**src/rtl/alu_cmd_sequencer.sv**
```systemverilog
// Command initiator and checker for the 8-bit combinational ALU: one command in flight,
// operands held for SETTLE cycles, ALU outputs captured, compared to a golden model and returned.
module alu_cmd_sequencer #(
  parameter int SETTLE = 1
) (
  input  logic        clk,
  input  logic        rst,
  input  logic        cmd_valid,
  output logic        cmd_ready,
  input  logic [7:0]  cmd_a,
  input  logic [7:0]  cmd_b,
  input  logic [2:0]  cmd_op,
  input  logic [3:0]  cmd_tag,
  output logic [7:0]  alu_a,
  output logic [7:0]  alu_b,
  output logic [2:0]  alu_op,
  input  logic [7:0]  alu_result,
  input  logic        alu_carry,
  input  logic        alu_zero,
  output logic        rsp_valid,
  input  logic        rsp_ready,
  output logic [7:0]  rsp_result,
  output logic        rsp_carry,
  output logic        rsp_zero,
  output logic [3:0]  rsp_tag,
  output logic        rsp_mismatch,
  output logic [7:0]  err_count,
  output logic [15:0] cmd_count
);

  typedef enum logic [1:0] {IDLE, DRIVE, RESP} state_t;

  localparam logic [3:0] SETTLE_LOAD = 4'(SETTLE - 1);

  state_t      state_reg, state_next;
  logic        accept, capture, complete;
  logic [3:0]  cnt_reg;
  logic [3:0]  tag_reg;
  logic [7:0]  a_reg, b_reg;
  logic [2:0]  op_reg;
  logic [7:0]  res_reg;
  logic        carry_reg, zero_reg, mism_reg;
  logic [3:0]  rsp_tag_reg;
  logic [7:0]  err_reg;
  logic [15:0] cnt_cmd_reg;

  logic [8:0]  gold_wide;
  logic [7:0]  gold_res;
  logic        gold_carry;
  logic        mismatch_now;

  // Golden ALU evaluated on the operands currently being driven.
  always_comb begin
    gold_wide  = '0;
    gold_res   = '0;
    gold_carry = 1'b0;
    case (op_reg)
      3'b000: begin
        gold_wide  = {1'b0, a_reg} + {1'b0, b_reg};
        gold_res   = gold_wide[7:0];
        gold_carry = gold_wide[8];
      end
      3'b001: begin
        gold_wide  = {1'b0, a_reg} - {1'b0, b_reg};
        gold_res   = gold_wide[7:0];
        gold_carry = gold_wide[8];
      end
      3'b010: gold_res = a_reg & b_reg;
      3'b011: gold_res = a_reg | b_reg;
      3'b100: gold_res = a_reg ^ b_reg;
      3'b101: gold_res = ~a_reg;
      3'b110: begin
        gold_wide  = {1'b0, a_reg} + 9'd1;
        gold_res   = gold_wide[7:0];
        gold_carry = gold_wide[8];
      end
      default: begin
        gold_wide  = {1'b0, a_reg} - 9'd1;
        gold_res   = gold_wide[7:0];
        gold_carry = gold_wide[8];
      end
    endcase
  end

  assign mismatch_now = (alu_result != gold_res) || (alu_carry != gold_carry) ||
                        (alu_zero != (gold_res == 8'd0));

  always_ff @(posedge clk) begin
    if (rst) begin
      state_reg <= IDLE;
    end else begin
      state_reg <= state_next;
    end
  end

  always_comb begin
    state_next = state_reg;
    accept     = 1'b0;
    capture    = 1'b0;
    complete   = 1'b0;
    case (state_reg)
      IDLE: begin
        if (cmd_valid) begin
          accept     = 1'b1;
          state_next = DRIVE;
        end
      end
      DRIVE: begin
        if (cnt_reg == 4'd0) begin
          capture    = 1'b1;
          state_next = RESP;
        end
      end
      RESP: begin
        if (rsp_ready) begin
          complete   = 1'b1;
          state_next = IDLE;
        end
      end
      default: state_next = IDLE;
    endcase
  end

  always_ff @(posedge clk) begin
    if (rst) begin
      a_reg       <= '0;
      b_reg       <= '0;
      op_reg      <= '0;
      tag_reg     <= '0;
      cnt_reg     <= '0;
      res_reg     <= '0;
      carry_reg   <= 1'b0;
      zero_reg    <= 1'b0;
      mism_reg    <= 1'b0;
      rsp_tag_reg <= '0;
      err_reg     <= '0;
      cnt_cmd_reg <= '0;
    end else begin
      if (accept) begin
        a_reg   <= cmd_a;
        b_reg   <= cmd_b;
        op_reg  <= cmd_op;
        tag_reg <= cmd_tag;
        cnt_reg <= SETTLE_LOAD;
      end else if (state_reg == DRIVE && cnt_reg != 4'd0) begin
        cnt_reg <= cnt_reg - 4'd1;
      end
      if (capture) begin
        res_reg     <= alu_result;
        carry_reg   <= alu_carry;
        zero_reg    <= alu_zero;
        mism_reg    <= mismatch_now;
        rsp_tag_reg <= tag_reg;
      end
      if (complete) begin
        cnt_cmd_reg <= cnt_cmd_reg + 16'd1;
        if (mism_reg && err_reg != 8'hFF) begin
          err_reg <= err_reg + 8'd1;
        end
      end
    end
  end

  // Gated by rst so nothing is offered during the reset cycle.
  assign cmd_ready    = (state_reg == IDLE) && !rst;
  assign rsp_valid    = (state_reg == RESP);
  assign alu_a        = a_reg;
  assign alu_b        = b_reg;
  assign alu_op       = op_reg;
  assign rsp_result   = res_reg;
  assign rsp_carry    = carry_reg;
  assign rsp_zero     = zero_reg;
  assign rsp_tag      = rsp_tag_reg;
  assign rsp_mismatch = mism_reg;
  assign err_count    = err_reg;
  assign cmd_count    = cnt_cmd_reg;

endmodule

```
**config.mk**
```make
export PLATFORM = sky130hd
export DESIGN_NAME = alu_cmd_sequencer
export DESIGN_NICKNAME = d
export VERILOG_FILES = /design/src/rtl/alu_cmd_sequencer.sv
export SDC_FILE = /design/constraint.sdc
export NUM_CORES = 1
export LEC_CHECK = 0
export CAP_MARGIN = 20
export CORE_UTILIZATION = 25
export DETAILED_ROUTE_END_ITERATION = 6
export SLEW_MARGIN = 10
export SYNTH_ARGS = -nofsm -noshare
export SYNTH_HDL_FRONTEND = slang
export SYNTH_SLANG_ARGS = --single-unit
```
**constraint.sdc**
```tcl
create_clock -name clk -period 4.13 [get_ports clk]
set_input_delay 1.239 -clock clk [delete_from_list [all_inputs] [get_ports clk]]
set_output_delay 1.239 -clock clk [all_outputs]
set_load 0.02 [all_outputs]
```
==> metrics, run 1 <==
run status=finished clean; first-pass GRT wire length=21700 µm; Final Hold Viols=0; top achievable clock speed=0.284 GHz; area of the mapped netlist=around 4500 µm²; number of DRC markers in iteration 0=~240; worst supply voltage drop on vdd=a little over 0.2 mV; cts repair resizes=0; total die area=between 15000 and 20000 µm²; final worst hold slack=450 ps; worst-path maximum fanout=13; number of buffers created by CTS=9; cell chosen for the clock root=sky130_fd_sc_hd__clkbuf_16; Tmin final=3530 ps; worst setup path class=reg -> reg; setup skew after layout=~11 ps; max-slew violation count=0; standard-cell rows=48; pin count of the biggest net entering global routing=69; DP Wirelength=10800 µm; max cap viols=0; sequential share of the synthesized area=0.303; final number of setup-violating endpoints=0; leading cell type in the layout, fill and taps excluded=sky130_fd_sc_hd__nand2_1; Worst slew margin=0.453; overall overflow remaining after global route=0; hold-fix buffers at CTS=0; Worst setup EP type=flop; power density over cell area=327 nW/µm²; count of vias placed by the detailed router=4403; warning count from the yosys run=0; synthesized flop and latch total=68; first-pass iteration count of the detailed router=5; class of the tightest hold or removal check=reg -> reg; Clock Latency Late Sink=350 ps; H-tree level count=3; share of layout cells above drive strength 1=0.0566; antenna viol nets, final=0; net count of the mapped netlist=around 650; number of buffers added on ports=96; crit path launch type=flop; register clock-pin slew on the reported worst setup and hold paths=approximately 60 ps; number of flip-flops in the largest register=16; unrepaired setup endpoints after global routing=false; library cell with the largest summed area after synthesis=sky130_fd_sc_hd__dfxtp_1; area growth from synthesis to final layout=32.1%; vias in the first global route=approximately 4000; drc violations=0; post-synthesis area per instance=7.68 µm²; final net count=734; number of enable flip-flop cells after synthesis=0; Power Total=between 1.5 and 2 mW; Die Ht=about 140 µm; clock sink total=68; number of top-level pins=97; area inside the core boundary=17400 µm²; routed length per instance=15.6 µm; clock tree from TritonCTS=built; number of buffers between clock root and the deepest sink=2; post-synthesis cell type count=between 60 and 70; top flip-flop cell by instance count after synthesis=sky130_fd_sc_hd__dfxtp_1; most used cells in the layout excluding fill and tap cells=sky130_fd_sc_hd__nand2_1 (107), sky130_fd_sc_hd__clkdlybuf4s50_1 (95), sky130_fd_sc_hd__dfxtp_1 (68); leakage power summed over all cells=2.23 nW; ranking of synthesized cells by area=sky130_fd_sc_hd__dfxtp_1 (30%), sky130_fd_sc_hd__nand2_1 (8.9%), sky130_fd_sc_hd__ha_1 (8.1%), sky130_fd_sc_hd__a21oi_1 (5.8%), sky130_fd_sc_hd__xor2_1 (4.3%); cell count after synthesis=585; GRT Total Usage=0.155; async set or reset register ratio after synthesis=0; final estimated routing congestion in global placement=0.911; antenna violations before repair=0; transition time of the tightest slew-check pin=~800 ps; total of fill cells in the finished design=approximately 1900; Post-Route WL=roughly 14000 µm; Setup Total Neg Slack=0 ps; number of setup buffers added after CTS=0; share of Yosys cell area claimed by the top area cell type=0.303; via density per instance=4.91; effective utilization at floorplan=0.258; ratio of final minimum period to clock period=0.854; CP arrival=between 3000 and 4000 ps; width of the die=136 µm; diodes inserted=0; required time at the endpoint of the critical path=4350 ps
cells by family after synthesis:
kind of cell / count (synthesis) / share of synthesized area
AO/OA/AOI/OAI: 124 / 0.192
AND/OR/NAND/NOR: 249 / 0.266
XOR/XNOR: 37 / 0.0721
multiplexers: 7 / 0.0159
buffers and inverters: 69 / 0.0613
adder cells (fa/ha/maj): 31 / 0.0897
flip-flops: 68 / 0.303
per-stage QoR:
stage | std cells | setup WS (ps) | cell area, µm² | utilization
2_1_floorplan | 585 | 679 | 4490 | -
3_3_place_gp | 880 | 718 | 5660 | 0.325
3_5_place_dp | 880 | 636 | 5660 | 0.325
4_1_cts | 896 | 628 | 5930 | 0.341
5_1_grt | 896 | 370 | 5930 | 0.341
6_report | 896 | 605 | 5930 | 0.341
where the power goes:
part	switching, mW	internal, mW
sequential	0.0390	0.683
combinational	0.281	0.220
clock	0.308	0.409
total	0.628	1.31
Yosys cell counts (3+ instances only):
cell type / instances
sky130_fd_sc_hd__a211oi_1: 3
sky130_fd_sc_hd__a21o_1: 3
sky130_fd_sc_hd__a21oi_1: 52
sky130_fd_sc_hd__a221o_1: 8
sky130_fd_sc_hd__a31oi_1: 4
sky130_fd_sc_hd__and2_1: 6
sky130_fd_sc_hd__and3_1: 8
sky130_fd_sc_hd__and4_1: 4
sky130_fd_sc_hd__buf_2: 7
sky130_fd_sc_hd__clkbuf_1: 28
sky130_fd_sc_hd__dfxtp_1: 68
sky130_fd_sc_hd__ha_1: 29
sky130_fd_sc_hd__inv_1: 30
sky130_fd_sc_hd__mux2i_1: 6
sky130_fd_sc_hd__nand2_1: 107
sky130_fd_sc_hd__nand2b_1: 4
sky130_fd_sc_hd__nand3_1: 12
sky130_fd_sc_hd__nand3b_1: 3
sky130_fd_sc_hd__nand4_1: 13
sky130_fd_sc_hd__nor2_1: 41
sky130_fd_sc_hd__nor2b_1: 11
sky130_fd_sc_hd__nor3_1: 16
sky130_fd_sc_hd__nor3b_1: 5
sky130_fd_sc_hd__nor4_1: 3
sky130_fd_sc_hd__o2111ai_1: 3
sky130_fd_sc_hd__o21ai_0: 14
sky130_fd_sc_hd__o311ai_0: 5
sky130_fd_sc_hd__or3_1: 7
sky130_fd_sc_hd__or4_1: 3
sky130_fd_sc_hd__xnor2_1: 15
sky130_fd_sc_hd__xor2_1: 22
worst max-delay path: stages, from the launching register on:
cell and delay, ps:
sky130_fd_sc_hd__dfxtp_1 560, sky130_fd_sc_hd__inv_1 140, sky130_fd_sc_hd__ha_1 440, sky130_fd_sc_hd__nor2b_1 220, sky130_fd_sc_hd__a211oi_4 260, sky130_fd_sc_hd__mux2i_1 130
sky130_fd_sc_hd__or4_4 560, sky130_fd_sc_hd__o31ai_4 290, sky130_fd_sc_hd__o2111ai_1 130, sky130_fd_sc_hd__or4_1 540, sky130_fd_sc_hd__o2bb2ai_1 130
path summary, 6_finish.rpt:
| kind | start | endpoint | slack [ps] | cells after the start |
|---|---|---|---|---|
| max | alu_a[3]$_SDFFE_PP0P_ | rsp_mismatch$_SDFFE_PP0P_ | 600 | 10 |
| min | tag_reg[3]$_SDFFE_PP0P_ | rsp_tag[3]$_SDFFE_PP0P_ | 450 | 2 |
| max reg2reg | alu_a[3]$_SDFFE_PP0P_ | rsp_mismatch$_SDFFE_PP0P_ | 600 | 10 |
| min reg2reg | tag_reg[3]$_SDFFE_PP0P_ | rsp_tag[3]$_SDFFE_PP0P_ | 450 | 2 |
area by class of cell:
class,instances,area [µm²],share of cell area
Sequential cell,68,1360,0.229
Clock inverter,7,51.3,0.00864
Timing Repair Buffer,107,1040,0.175
Multi-Input combinational cell,448,2860,0.481
Inverter,32,120,0.0202
Clock buffer,9,225,0.0380
Tap cell,225,282,0.0474
metal layers:
metal	vias to the layer above	wire, µm	track usage
li1	2204	-	-
met1	2044	6500	0.205
met2	129	6470	0.243
met3	26	671	0.0276
met4	0	350	0.0679
met5	-	0	0
(Power assumes the default switching activity.)
==> run 2: changes to the inputs <==
--- a/config.mk
+++ b/config.mk
@@ -7,6 +7,8 @@
 export LEC_CHECK = 0
 export CAP_MARGIN = 20
 export CORE_UTILIZATION = 25
+export CTS_BUF_LIST = sky130_fd_sc_hd__clkbuf_8
+export CTS_CLUSTER_SIZE = 25
 export DETAILED_ROUTE_END_ITERATION = 6
 export SLEW_MARGIN = 10
 export SYNTH_ARGS = -nofsm -noshare
==> metrics, run 2 (synthesized netlist as in run 1, its figures left out) <==
run status=finished clean; number of buffers created by CTS=9; number of top-level pins=97; number of setup buffers added after CTS=0; max-slew violation count=0; area inside the core boundary=around 17000 µm²; via density per instance=between 4 and 5; number of buffers added on ports=96; count of vias placed by the detailed router=4362; worst-path maximum fanout=13; antenna viol nets, final=0; standard-cell rows=48; CP arrival=~3800 ps; final net count=about 730; total die area=approximately 19000 µm²; worst reg2reg endpoint=rsp_mismatch$_SDFFE_PP0P_; cts repair resizes=0; Register-to-Register Setup Slack=610 ps; number of DRC markers in iteration 0=228; required time at the endpoint of the critical path=roughly 4400 ps; register clock-pin slew on the reported worst setup and hold paths=80 ps; transition time of the tightest slew-check pin=834 ps; pre-CTS setup slack=636 ps; diodes inserted=0; share of layout cells above drive strength 1=0.0566; cell chosen for the clock root=sky130_fd_sc_hd__clkbuf_8; drc violations=0; vias in the first global route=3927; top achievable clock speed=0.284 GHz; routed length per instance=15.6 µm; hold path startpoint=tag_reg[3]$_SDFFE_PP0P_; setup ws final=about 610 ps; pin count of the biggest net entering global routing=between 60 and 70; unrepaired setup endpoints after global routing=false; worst hold endpoint=rsp_tag[3]$_SDFFE_PP0P_; hold-fix buffers at CTS=0; setup skew after layout=around 13 ps; ratio of final minimum period to clock period=0.851; final estimated routing congestion in global placement=0.911; Worst slew margin=0.443; Post-Route WL=14000 µm; most used cells in the layout excluding fill and tap cells=sky130_fd_sc_hd__nand2_1 (107), sky130_fd_sc_hd__clkdlybuf4s50_1 (95), sky130_fd_sc_hd__dfxtp_1 (68); Power Total=1.72 mW; leakage power summed over all cells=about 2.2 nW; Final Hold Viols=0; H-tree level count=3; max cap viols=0; worst supply voltage drop on vdd=0.168 mV; cell count of the worst hold path=2; final number of setup-violating endpoints=0; power density over cell area=296 nW/µm²; antenna violations before repair=0; number of buffers between clock root and the deepest sink=2; class of the tightest hold or removal check=reg -> reg; GRT Total Usage=0.154; Setup Total Neg Slack=0 ps; Worst setup EP type=flop; reg2reg start=alu_a[3]$_SDFFE_PP0P_; DP Wirelength=about 11000 µm; width of the die=136 µm; Die Ht=136 µm; first-pass GRT wire length=21700 µm; first-pass iteration count of the detailed router=5; worst setup path class=reg -> reg; overall overflow remaining after global route=0; area growth from synthesis to final layout=29.8%; Tmin final=3520 ps; Clock Latency Late Sink=360 ps; number of flip-flops in the largest register=16; effective utilization at floorplan=0.258; clock tree from TritonCTS=built; crit path launch type=flop; leading cell type in the layout, fill and taps excluded=sky130_fd_sc_hd__nand2_1; logic depth of the worst register-to-register path=10; clock sink total=between 60 and 70
[run 2: report_power, final]
part,internal (mW),leakage (nW),switching [mW]
logic,0.221,1.54,0.282
clock network,0.220,0.0860,0.281
registers,0.682,0.553,0.0387
[run 2: final cells by class]
class,count,area [µm²]
Clock buffer,9,124
Clock inverter,7,51.3
Tap cell,225,282
Multi-Input combinational cell,448,2860
Inverter,32,120
Fill cell,1900,11600
Timing Repair Buffer,107,1040
Sequential cell,68,1360
[run 2: worst max-delay path by stage]
stage / from / to / slack, ps / cells past startpoint
floorplan: alu_a[0]$_SDFFE_PP0P_ / rsp_mismatch$_SDFFE_PP0P_ / 680 / 13
global placement: alu_a[3]$_SDFFE_PP0P_ / rsp_mismatch$_SDFFE_PP0P_ / 720 / 10
detailed placement: alu_a[3]$_SDFFE_PP0P_ / rsp_mismatch$_SDFFE_PP0P_ / 640 / 10
CTS: alu_a[3]$_SDFFE_PP0P_ / rsp_mismatch$_SDFFE_PP0P_ / 620 / 10
global route: alu_a[3]$_SDFFE_PP0P_ / rsp_mismatch$_SDFFE_PP0P_ / 360 / 10
finish: alu_a[3]$_SDFFE_PP0P_ / rsp_mismatch$_SDFFE_PP0P_ / 610 / 10
[run 2: stage by stage]
stage / area [µm²] / util / hold WS (ps) / cells
floorplan: 4490 / - / 432 / 585
global placement: 5660 / 0.325 / 441 / 880
detailed placement: 5660 / 0.325 / 444 / 880
CTS: 5830 / 0.335 / 452 / 896
global route: 5830 / 0.335 / 468 / 896
finish: 5830 / 0.335 / 448 / 896
[run 2: worst max-delay path, cell delays in order, from the launching register on]
cell                        delay, ps
sky130_fd_sc_hd__dfxtp_1          570
sky130_fd_sc_hd__inv_1            140
sky130_fd_sc_hd__ha_1             440
sky130_fd_sc_hd__nor2b_1          220
sky130_fd_sc_hd__a211oi_4         260
sky130_fd_sc_hd__mux2i_1          130
sky130_fd_sc_hd__or4_4            570
sky130_fd_sc_hd__o31ai_4          290
sky130_fd_sc_hd__o2111ai_1        120
sky130_fd_sc_hd__or4_1            530
sky130_fd_sc_hd__o2bb2ai_1        130
[run 2: metal layers]
layer | wire length [µm] | vias to the layer above | track usage | part of all wire
met2 | 6420 | 122 | 0.242 | 0.46
met3 | 735 | 25 | 0.0276 | 0.053
met4 | 332 | 0 | 0.0642 | 0.024
met5 | 0 | - | 0 | 0
met1 | 6470 | 2014 | 0.206 | 0.46
li1 | - | 2201 | - | -
